## config.mk

```make
export PLATFORM = sky130hd
export DESIGN_NAME = exception_sequencer_flat
export DESIGN_NICKNAME = d
export VERILOG_FILES = /design/src/rtl/exception_sequencer_pkg.sv /design/src/rtl/exception_sequencer_if.sv /design/src/rtl/exception_sequencer_wait_counter.sv /design/src/rtl/exception_sequencer.sv /design/src/flat_wrapper.sv
export SDC_FILE = /design/constraint.sdc
export NUM_CORES = 1
export LEC_CHECK = 0
export CAP_MARGIN = 10
export CORE_MARGIN = 4
export CORE_UTILIZATION = 40
export DETAILED_ROUTE_END_ITERATION = 8
export HOLD_SLACK_MARGIN = 0.02
export PLACE_DENSITY = 0.81
export SKIP_CTS_REPAIR_TIMING = 1
export SYNTH_ARGS = -nofsm -noshare
export SYNTH_HDL_FRONTEND = slang
export SYNTH_SLANG_ARGS = --single-unit
```

## constraint.sdc

```tcl
create_clock -name clk -period 2.97 [get_ports clk]
set_clock_uncertainty 0.05 [all_clocks]
set_input_delay 0.4455 -clock clk [delete_from_list [all_inputs] [get_ports clk]]
set_output_delay 0.4455 -clock clk [all_outputs]
set_load 0.05 [all_outputs]
```

## src/rtl/exception_sequencer_pkg.sv

```systemverilog
// Shared constants for the exception sequencer: address-mux selects,
// cause encodings, FSM state codes and small decode helpers.
package exception_sequencer_pkg;

   // Address mux selects
   localparam logic [2:0] SEL_PC  = 3'b000;
   localparam logic [2:0] SEL_253 = 3'b001;  // invalid opcode vector
   localparam logic [2:0] SEL_254 = 3'b010;  // overflow vector
   localparam logic [2:0] SEL_255 = 3'b011;  // divide-by-zero vector

   typedef enum logic [1:0] {
      CAUSE_NONE     = 2'b00,
      CAUSE_OPCODE   = 2'b01,
      CAUSE_OVERFLOW = 2'b10,
      CAUSE_DIV_ZERO = 2'b11
   } cause_t;

   // FSM state codes; the remaining three encodings are illegal and recover to IDLE
   localparam logic [2:0] ST_IDLE      = 3'd0;
   localparam logic [2:0] ST_SAVE_EPC  = 3'd1;
   localparam logic [2:0] ST_FETCH_VEC = 3'd2;
   localparam logic [2:0] ST_LOAD_PC   = 3'd3;
   localparam logic [2:0] ST_DONE      = 3'd4;

   // Fixed priority: invalid opcode beats overflow beats divide-by-zero
   function automatic cause_t pick_cause(input logic inv, input logic ovf, input logic dz);
      cause_t c;
      if (inv)      c = CAUSE_OPCODE;
      else if (ovf) c = CAUSE_OVERFLOW;
      else if (dz)  c = CAUSE_DIV_ZERO;
      else          c = CAUSE_NONE;
      return c;
   endfunction

   // Handler-vector byte address for a latched cause
   function automatic logic [2:0] vector_select(input cause_t c);
      logic [2:0] s;
      case (c)
         CAUSE_OPCODE:   s = SEL_253;
         CAUSE_OVERFLOW: s = SEL_254;
         CAUSE_DIV_ZERO: s = SEL_255;
         default:        s = SEL_PC;
      endcase
      return s;
   endfunction

endpackage

```

## src/rtl/exception_sequencer_if.sv

```systemverilog
// Bus between main control / datapath and the exception sequencer.
// The master side is the sequencer: it samples the control and flag inputs
// and drives the address mux select, memory read and PC/EPC strobes.
// There is no valid/ready pair here: exc_check qualifies the flags for one
// cycle, and busy tells main control to stall while the sequencer owns the bus.
interface exception_sequencer_if;
   logic       exc_check;
   logic       invalid_opcode;
   logic       overflow;
   logic       div_zero;
   logic [2:0] ctrl_address_control;
   logic       ctrl_mem_read;
   logic [2:0] address_control;
   logic       mem_read;
   logic       epc_write;
   logic       pc_write;
   logic       pc_src_exc;
   logic       busy;
   logic       done;
   logic [1:0] cause;
   logic [2:0] dbg_state;  // current FSM state, for debug and checkers

   modport master (
      input  exc_check, invalid_opcode, overflow, div_zero,
      input  ctrl_address_control, ctrl_mem_read,
      output address_control, mem_read, epc_write, pc_write, pc_src_exc,
      output busy, done, cause, dbg_state
   );

   modport slave (
      output exc_check, invalid_opcode, overflow, div_zero,
      output ctrl_address_control, ctrl_mem_read,
      input  address_control, mem_read, epc_write, pc_write, pc_src_exc,
      input  busy, done, cause, dbg_state
   );
endinterface

```

## src/rtl/exception_sequencer_wait_counter.sv

```systemverilog
// 3-bit down counter with synchronous load and a zero flag; stops at zero.
module exception_sequencer_wait_counter (
   input  logic       clk,
   input  logic       reset_n,
   input  logic       load,
   input  logic [2:0] load_value,
   input  logic       dec,
   output logic       zero
);

   logic [2:0] count;

   // Load has priority over decrement; never wraps below zero
   always_ff @(posedge clk or negedge reset_n) begin
      if (!reset_n)                    count <= 3'd0;
      else if (load)                   count <= load_value;
      else if (dec && count != 3'd0)   count <= count - 3'd1;
   end

   assign zero = (count == 3'd0);

endmodule

```

## src/rtl/exception_sequencer.sv

```systemverilog
// Exception sequencer: on an accepted exception it takes the address mux
// away from main control, saves EPC, reads the handler-vector byte and loads
// the PC from it. Otherwise address select and memory read pass straight through.
module exception_sequencer
   import exception_sequencer_pkg::*;
#(
   parameter int MEM_LAT = 2  // memory read wait cycles, 1..7
) (
   input  logic                  clk,
   input  logic                  reset_n,
   exception_sequencer_if.master bus
);

   localparam logic [2:0] LAT_LOAD = 3'(MEM_LAT - 1);

   logic [2:0] state, state_next;
   cause_t     cause_q, cause_next;
   logic       cnt_zero;
   logic [2:0] vec_sel;

   // Counts the memory wait cycles of FETCH_VEC; loaded while in SAVE_EPC
   exception_sequencer_wait_counter u_wait_counter (
      .clk        (clk),
      .reset_n    (reset_n),
      .load       (state == ST_SAVE_EPC),
      .load_value (LAT_LOAD),
      .dec        (state == ST_FETCH_VEC),
      .zero       (cnt_zero)
   );

   assign vec_sel = vector_select(cause_q);

   // Next state and cause; flags only matter in IDLE while exc_check is high
   always_comb begin
      state_next = state;
      cause_next = cause_q;
      case (state)
         ST_IDLE: begin
            if (bus.exc_check && (bus.invalid_opcode || bus.overflow || bus.div_zero)) begin
               state_next = ST_SAVE_EPC;
               cause_next = pick_cause(bus.invalid_opcode, bus.overflow, bus.div_zero);
            end
         end
         ST_SAVE_EPC:  state_next = ST_FETCH_VEC;
         ST_FETCH_VEC: if (cnt_zero) state_next = ST_LOAD_PC;
         ST_LOAD_PC:   state_next = ST_DONE;
         ST_DONE:      state_next = ST_IDLE;
         default:      state_next = ST_IDLE;
      endcase
   end

   // State and cause registers; cause stays latched until the next exception
   always_ff @(posedge clk or negedge reset_n) begin
      if (!reset_n) begin
         state   <= ST_IDLE;
         cause_q <= CAUSE_NONE;
      end else begin
         state   <= state_next;
         cause_q <= cause_next;
      end
   end

   // Output decode from the state register; pass-through outside the busy states
   always_comb begin
      bus.address_control = bus.ctrl_address_control;
      bus.mem_read        = bus.ctrl_mem_read;
      bus.epc_write       = 1'b0;
      bus.pc_write        = 1'b0;
      bus.pc_src_exc      = 1'b0;
      bus.busy            = 1'b0;
      bus.done            = 1'b0;
      case (state)
         ST_SAVE_EPC: begin
            bus.address_control = SEL_PC;
            bus.mem_read        = 1'b0;
            bus.epc_write       = 1'b1;
            bus.busy            = 1'b1;
         end
         ST_FETCH_VEC: begin
            bus.address_control = vec_sel;
            bus.mem_read        = 1'b1;
            bus.busy            = 1'b1;
         end
         ST_LOAD_PC: begin
            bus.address_control = vec_sel;
            bus.mem_read        = 1'b0;
            bus.pc_write        = 1'b1;
            bus.pc_src_exc      = 1'b1;
            bus.busy            = 1'b1;
         end
         ST_DONE: bus.done = 1'b1;
         default: ;
      endcase
   end

   assign bus.cause     = cause_q;
   assign bus.dbg_state = state;

endmodule

```

## src/flat_wrapper.sv

```systemverilog
// flat-port wrapper written by rule: the top's interface ports become plain ports
module exception_sequencer_flat import exception_sequencer_pkg::*;
#(
   parameter int MEM_LAT = 2                                  
)
  (clk, reset_n, bus_exc_check, bus_invalid_opcode, bus_overflow, bus_div_zero, bus_ctrl_address_control, bus_ctrl_mem_read, bus_address_control, bus_mem_read, bus_epc_write, bus_pc_write, bus_pc_src_exc, bus_busy, bus_done, bus_cause, bus_dbg_state);
  exception_sequencer_if bus_i ();
  input  logic clk;
  input  logic reset_n;
  input wire logic [$bits(bus_i.exc_check)-1:0] bus_exc_check;
  input wire logic [$bits(bus_i.invalid_opcode)-1:0] bus_invalid_opcode;
  input wire logic [$bits(bus_i.overflow)-1:0] bus_overflow;
  input wire logic [$bits(bus_i.div_zero)-1:0] bus_div_zero;
  input wire logic [$bits(bus_i.ctrl_address_control)-1:0] bus_ctrl_address_control;
  input wire logic [$bits(bus_i.ctrl_mem_read)-1:0] bus_ctrl_mem_read;
  output wire logic [$bits(bus_i.address_control)-1:0] bus_address_control;
  output wire logic [$bits(bus_i.mem_read)-1:0] bus_mem_read;
  output wire logic [$bits(bus_i.epc_write)-1:0] bus_epc_write;
  output wire logic [$bits(bus_i.pc_write)-1:0] bus_pc_write;
  output wire logic [$bits(bus_i.pc_src_exc)-1:0] bus_pc_src_exc;
  output wire logic [$bits(bus_i.busy)-1:0] bus_busy;
  output wire logic [$bits(bus_i.done)-1:0] bus_done;
  output wire logic [$bits(bus_i.cause)-1:0] bus_cause;
  output wire logic [$bits(bus_i.dbg_state)-1:0] bus_dbg_state;
  assign bus_i.exc_check = bus_exc_check;
  assign bus_i.invalid_opcode = bus_invalid_opcode;
  assign bus_i.overflow = bus_overflow;
  assign bus_i.div_zero = bus_div_zero;
  assign bus_i.ctrl_address_control = bus_ctrl_address_control;
  assign bus_i.ctrl_mem_read = bus_ctrl_mem_read;
  assign bus_address_control = bus_i.address_control;
  assign bus_mem_read = bus_i.mem_read;
  assign bus_epc_write = bus_i.epc_write;
  assign bus_pc_write = bus_i.pc_write;
  assign bus_pc_src_exc = bus_i.pc_src_exc;
  assign bus_busy = bus_i.busy;
  assign bus_done = bus_i.done;
  assign bus_cause = bus_i.cause;
  assign bus_dbg_state = bus_i.dbg_state;
  exception_sequencer #(.MEM_LAT(MEM_LAT)) u_core (.clk(clk), .reset_n(reset_n), .bus(bus_i));
endmodule
```

# == Yosys cells after proc, flatten, opt, wreduce, memory -nomap -nowiden ==
# Index checks and enable logic that the tools add are counted.
# Widths: inputs -> output; s select.
# classes
n_mux,15
add_sub_neg,1
n_reduce_logical,13
n_eq_ne,9
# op_table
cell,count
$mux 3,4
$pmux 3 s4,1
$eq 3x2->1 const B,2
$logic_not 3->1,2
$mux 2,3
$pmux 2 s3,1
$pmux 3 s2,1
$eq 2x2->1 const B,2
$mux 1,4
$ne 2x1->1 const B,2
$reduce_and 2->1,2
$reduce_or 2->1,2
$eq 3x1->1 const B,1
$eq 3x3->1 const B,1
$reduce_bool 3->1,1
$reduce_or 3->1,1
$sub 3x1->3 const B,1
$eq 2x1->1 const B,1
$logic_and 1x1->1,2
$logic_or 1x1->1,2
$pmux 1 s2,1
$reduce_bool 2->1,1
# word_totals
regBits,8
input_bits,10

# == Depth between registers and ports, before layout ==
# depth
depth_word,5
mapped_depth,5
depth_no_buf,5

# == Hierarchy ==
# From an unflattened synthesis, not the netlist that was laid out.
# hier_totals
hier_cells,53
area_unflattened_um2,540.5
# by_module_without_submodules
mod,cells_per_inst,n_inst,area_each_um2
exception_sequencer,34,1,332.8
exception_sequencer_wait_counter,19,1,207.7

# == Worst setup path after synthesis ==
# OpenSTA, ideal clock, no wires.
# synth_path
kind,register to output
startpoint,"register u_core.state[1], in the netlist u_core.bus.dbg_state[1]"
endpoint,output bus_pc_write
n_path_buf,1
required_ns,2.474
t_arrival_ns,1.722
slack_ns,0.752
stages_incl_launch_ff,4
path_cell_list,dfrtp_1 -> nor2b_4 -> and2_1 -> buf_4
# synth_via
elab_chain_len,2
# synth_rtl
element,line,source
from (decl),exception_sequencer.sv:16,"logic [2:0] state, state_next;"
from (signal assigned),exception_sequencer.sv:58,state <= state_next;
$eq 3x2->1,n/a,
$mux 1,n/a,
to (decl),flat_wrapper.sv:19,output wire logic [$bits(bus_i.pc_write)-1:0] bus_pc_write;
# Every way passes these cells.

# == Final worst setup path ==
# layout_path
startpoint,"register u_core.state[0], in the netlist u_core.bus.dbg_state[0]"
endpoint,output bus_address_control[1]
# layout_via
elab_chain_len,3
elab_cells_between_ends,5
cone_classes,3 x eq/ne; 1 x mux; 1 x reduce/logical
# layout_rtl
element,line,source
$eq 3x2->1,exception_sequencer.sv:72,case (state)
$reduce_or 2->1 (no line),n/a,
$pmux 3 s2 *,exception_sequencer.sv:72,
to (decl),flat_wrapper.sv:16,output wire logic [$bits(bus_i.address_control)-1:0] bus_address_control;
# Mark *: on every way between the ends. The rest lies on a longest branch, timed or not.

==> results.cfg <==
[outcome]
outcome = finished, final reports clean

[finish]
fraction_of_final_layout_cells_sized_beyond_drive_strength_1 = 0.136
postLayoutCellArea_um2 = 803
regArea_um2 = 200
multi_input_comb_area_um2 = 317
layout-area-overhead-vs-synth_pct = 41.7
n_fill_cell = 101
antenna_cells_inserted = 0
layout.cells.most_common_list = sky130_fd_sc_hd__clkdlybuf4s50_1 (23), sky130_fd_sc_hd__dfrtp_1 (8), sky130_fd_sc_hd__a21oi_1 (5)
final_core_util = 0.610
design.final.nets = 95
mostFrequentLayoutCell = sky130_fd_sc_hd__clkdlybuf4s50_1

[clock_tree]
cts_root_buf = sky130_fd_sc_hd__clkbuf_4
clock_tree_from_tritoncts = built
clkSlewWorstSetupHoldPaths_ns = 0.06
clk_latency_ns = 0.25
num_cts_buffers = 3
cts_max_path_buffers = 2
h_tree_depth = 1
numClockSinks = 8

[route]
wire_per_inst_um = 13.9
drtIter0Drc = 11
detail_route.drc_violations = 0
routed_via_density = 5.20
firstDrtPassIters = 4
antenna_violating_nets_left = 0
finalWirelength_um = 1330
vias_after_detailed_routing = 499

[timing]
maxSlewHeadroom = 0.661
setup_viol = 0
max_freq_mhz = 368
hold_viol_final = 0
max_slew.worst_pin.slew_ns = 0.507
grt_setup_unrepaired = no
maxSlewViolCount = 0
period_minus_slack_ns = 2.72
final_min_period_over_clock_period = 0.915
setup_tns_ns = 0

[die]
die_h_um = 45.6
num_rows = 13
core_area_mm2 = 0.00132
top_level_ports = 24
chipWidth_um = 45.6
floorplan.initialDensity = 0.430
die-area_mm2 = 0.00208

[global_route]
grt_usage = 0.137
grt_start_max_net_pins = 15
initial_antenna_violation_count = 0
grt_pass1_vias = 459
grt_pass1_wl_um = 2080
grt_overflow_total = 0

[synth]
primary_flip_flop_cell_chosen_by_synthesis_mapping = sky130_fd_sc_hd__dfrtp_1
synth_simple_gate_area_frac = 0.313
yosys.area_share.adder = 0.0442
synthMuxAreaShare = 0
synth_async_sr_flop_share = 1.00
number_of_enable_flip_flop_cells_after_synthesis = 0
xor_xnor_cell_area_share_of_the_yosys_netlist = 0.0155
synth_top_family_by_area = simple AND/OR/NAND/NOR gates
synth_cell_types = 30
syn-cell-area_um2 = 567
synth.ff_latch_count = 8
synth_warnings = 0
postSynthCellCount = 59
seq_area_frac_synth = 0.353
synthesis.nets = 71
avgSynthCellArea_um2 = 9.61
compound_gate_fraction_of_synth_area = 0.185

[critical_path]
crit_fanout = 14
critical_path_required_ns = 2.47
endpoint_kind = primary output
startpoint_type = flip-flop
r2r_setup_slack_ns = 1.53
cp.arrival_ns = 2.22
worstSetupPathType = flip-flop to primary output

[place]
dpl_cell_area_um2 = 781
port-buffer-count = 23
place.gp.congestion = 0.800
detailedPlacementHpwl_um = 1060

[worst_hold_path]
hold_path.class = input pin to async pin

[job]
maxCapViolCount = 0
## per-layer routing
| metal | part of all wire | global-route usage |
|---|---|---|
| met5 | 0 | 0 |
| met4 | 0.0090 | 0.0526 |
| met3 | 0.047 | 0.0395 |
| met2 | 0.49 | 0.203 |
| met1 | 0.45 | 0.187 |
## cell families after synthesis
kind of cell	count (synthesis)
AOI/OAI and AO/OA	14
and+or+nand+nor	26
adders and majority gates	2
DFF	8
xor gates and xnor gates	1
buffers and inverters	8
## cell type report
class                           count  area share
Inverter                            4      0.0187
Sequential cell                     8       0.249
Timing Repair Buffer               23       0.287
Multi-Input combinational cell     43       0.394
Tap cell                           15      0.0234
Clock buffer                        3      0.0280
## sequential cells by signal, indices dropped and copies added, names as in the netlist
| name | cells |
|---|---|
| u_core.bus.cause | 2 |
| u_core.u_wait_counter.count | 3 |
| u_core.bus.dbg_state | 3 |
## final timing paths
check                                          startpoint                             end  cells past startpoint
min                                               reset_n         u_core.bus.dbg_state[2]                      1
max in group asynchronous                         reset_n         u_core.bus.dbg_state[1]                      1
max                               u_core.bus.dbg_state[0]          bus_address_control[1]                      4
min in group clk           u_core.u_wait_counter.count[1]  u_core.u_wait_counter.count[1]                      1
min reg2reg                u_core.u_wait_counter.count[1]  u_core.u_wait_counter.count[1]                      1
max reg2reg                       u_core.bus.dbg_state[1]  u_core.u_wait_counter.count[1]                      3
## worst max-delay path: stages, from the launching register on
cell and delay, ns:
sky130_fd_sc_hd__dfrtp_1 0.65, sky130_fd_sc_hd__nor2_1 0.14, sky130_fd_sc_hd__or2_4 0.27, sky130_fd_sc_hd__a22o_1 0.23
sky130_fd_sc_hd__clkdlybuf4s50_1 0.70
## metrics by stage
step	cells	hold slack, ns	setup slack, ns
5_1_grt	96	0.436	0.168
3_3_place_gp	93	0.483	0.589
3_5_place_dp	93	0.477	0.528
4_1_cts	96	0.431	0.255
2_1_floorplan	59	0.0999	0.752
6_report	96	0.426	0.252
## synth_stat cells (2+ instances only)
cell type / n / area share
sky130_fd_sc_hd__dfrtp_1: 8 / 0.35
sky130_fd_sc_hd__nand3_1: 4 / 0.035
sky130_fd_sc_hd__nor2b_1: 3 / 0.033
sky130_fd_sc_hd__a21oi_1: 5 / 0.044
sky130_fd_sc_hd__inv_1: 4 / 0.026
sky130_fd_sc_hd__buf_6: 2 / 0.040
sky130_fd_sc_hd__nor2_1: 4 / 0.026
sky130_fd_sc_hd__and2_1: 4 / 0.044
sky130_fd_sc_hd__a22o_1: 3 / 0.046
sky130_fd_sc_hd__ha_1: 2 / 0.044
Power is left out: the tool's default activity adds up to more than one toggle a clock period on the data nets, which glitch-free logic cannot reach.
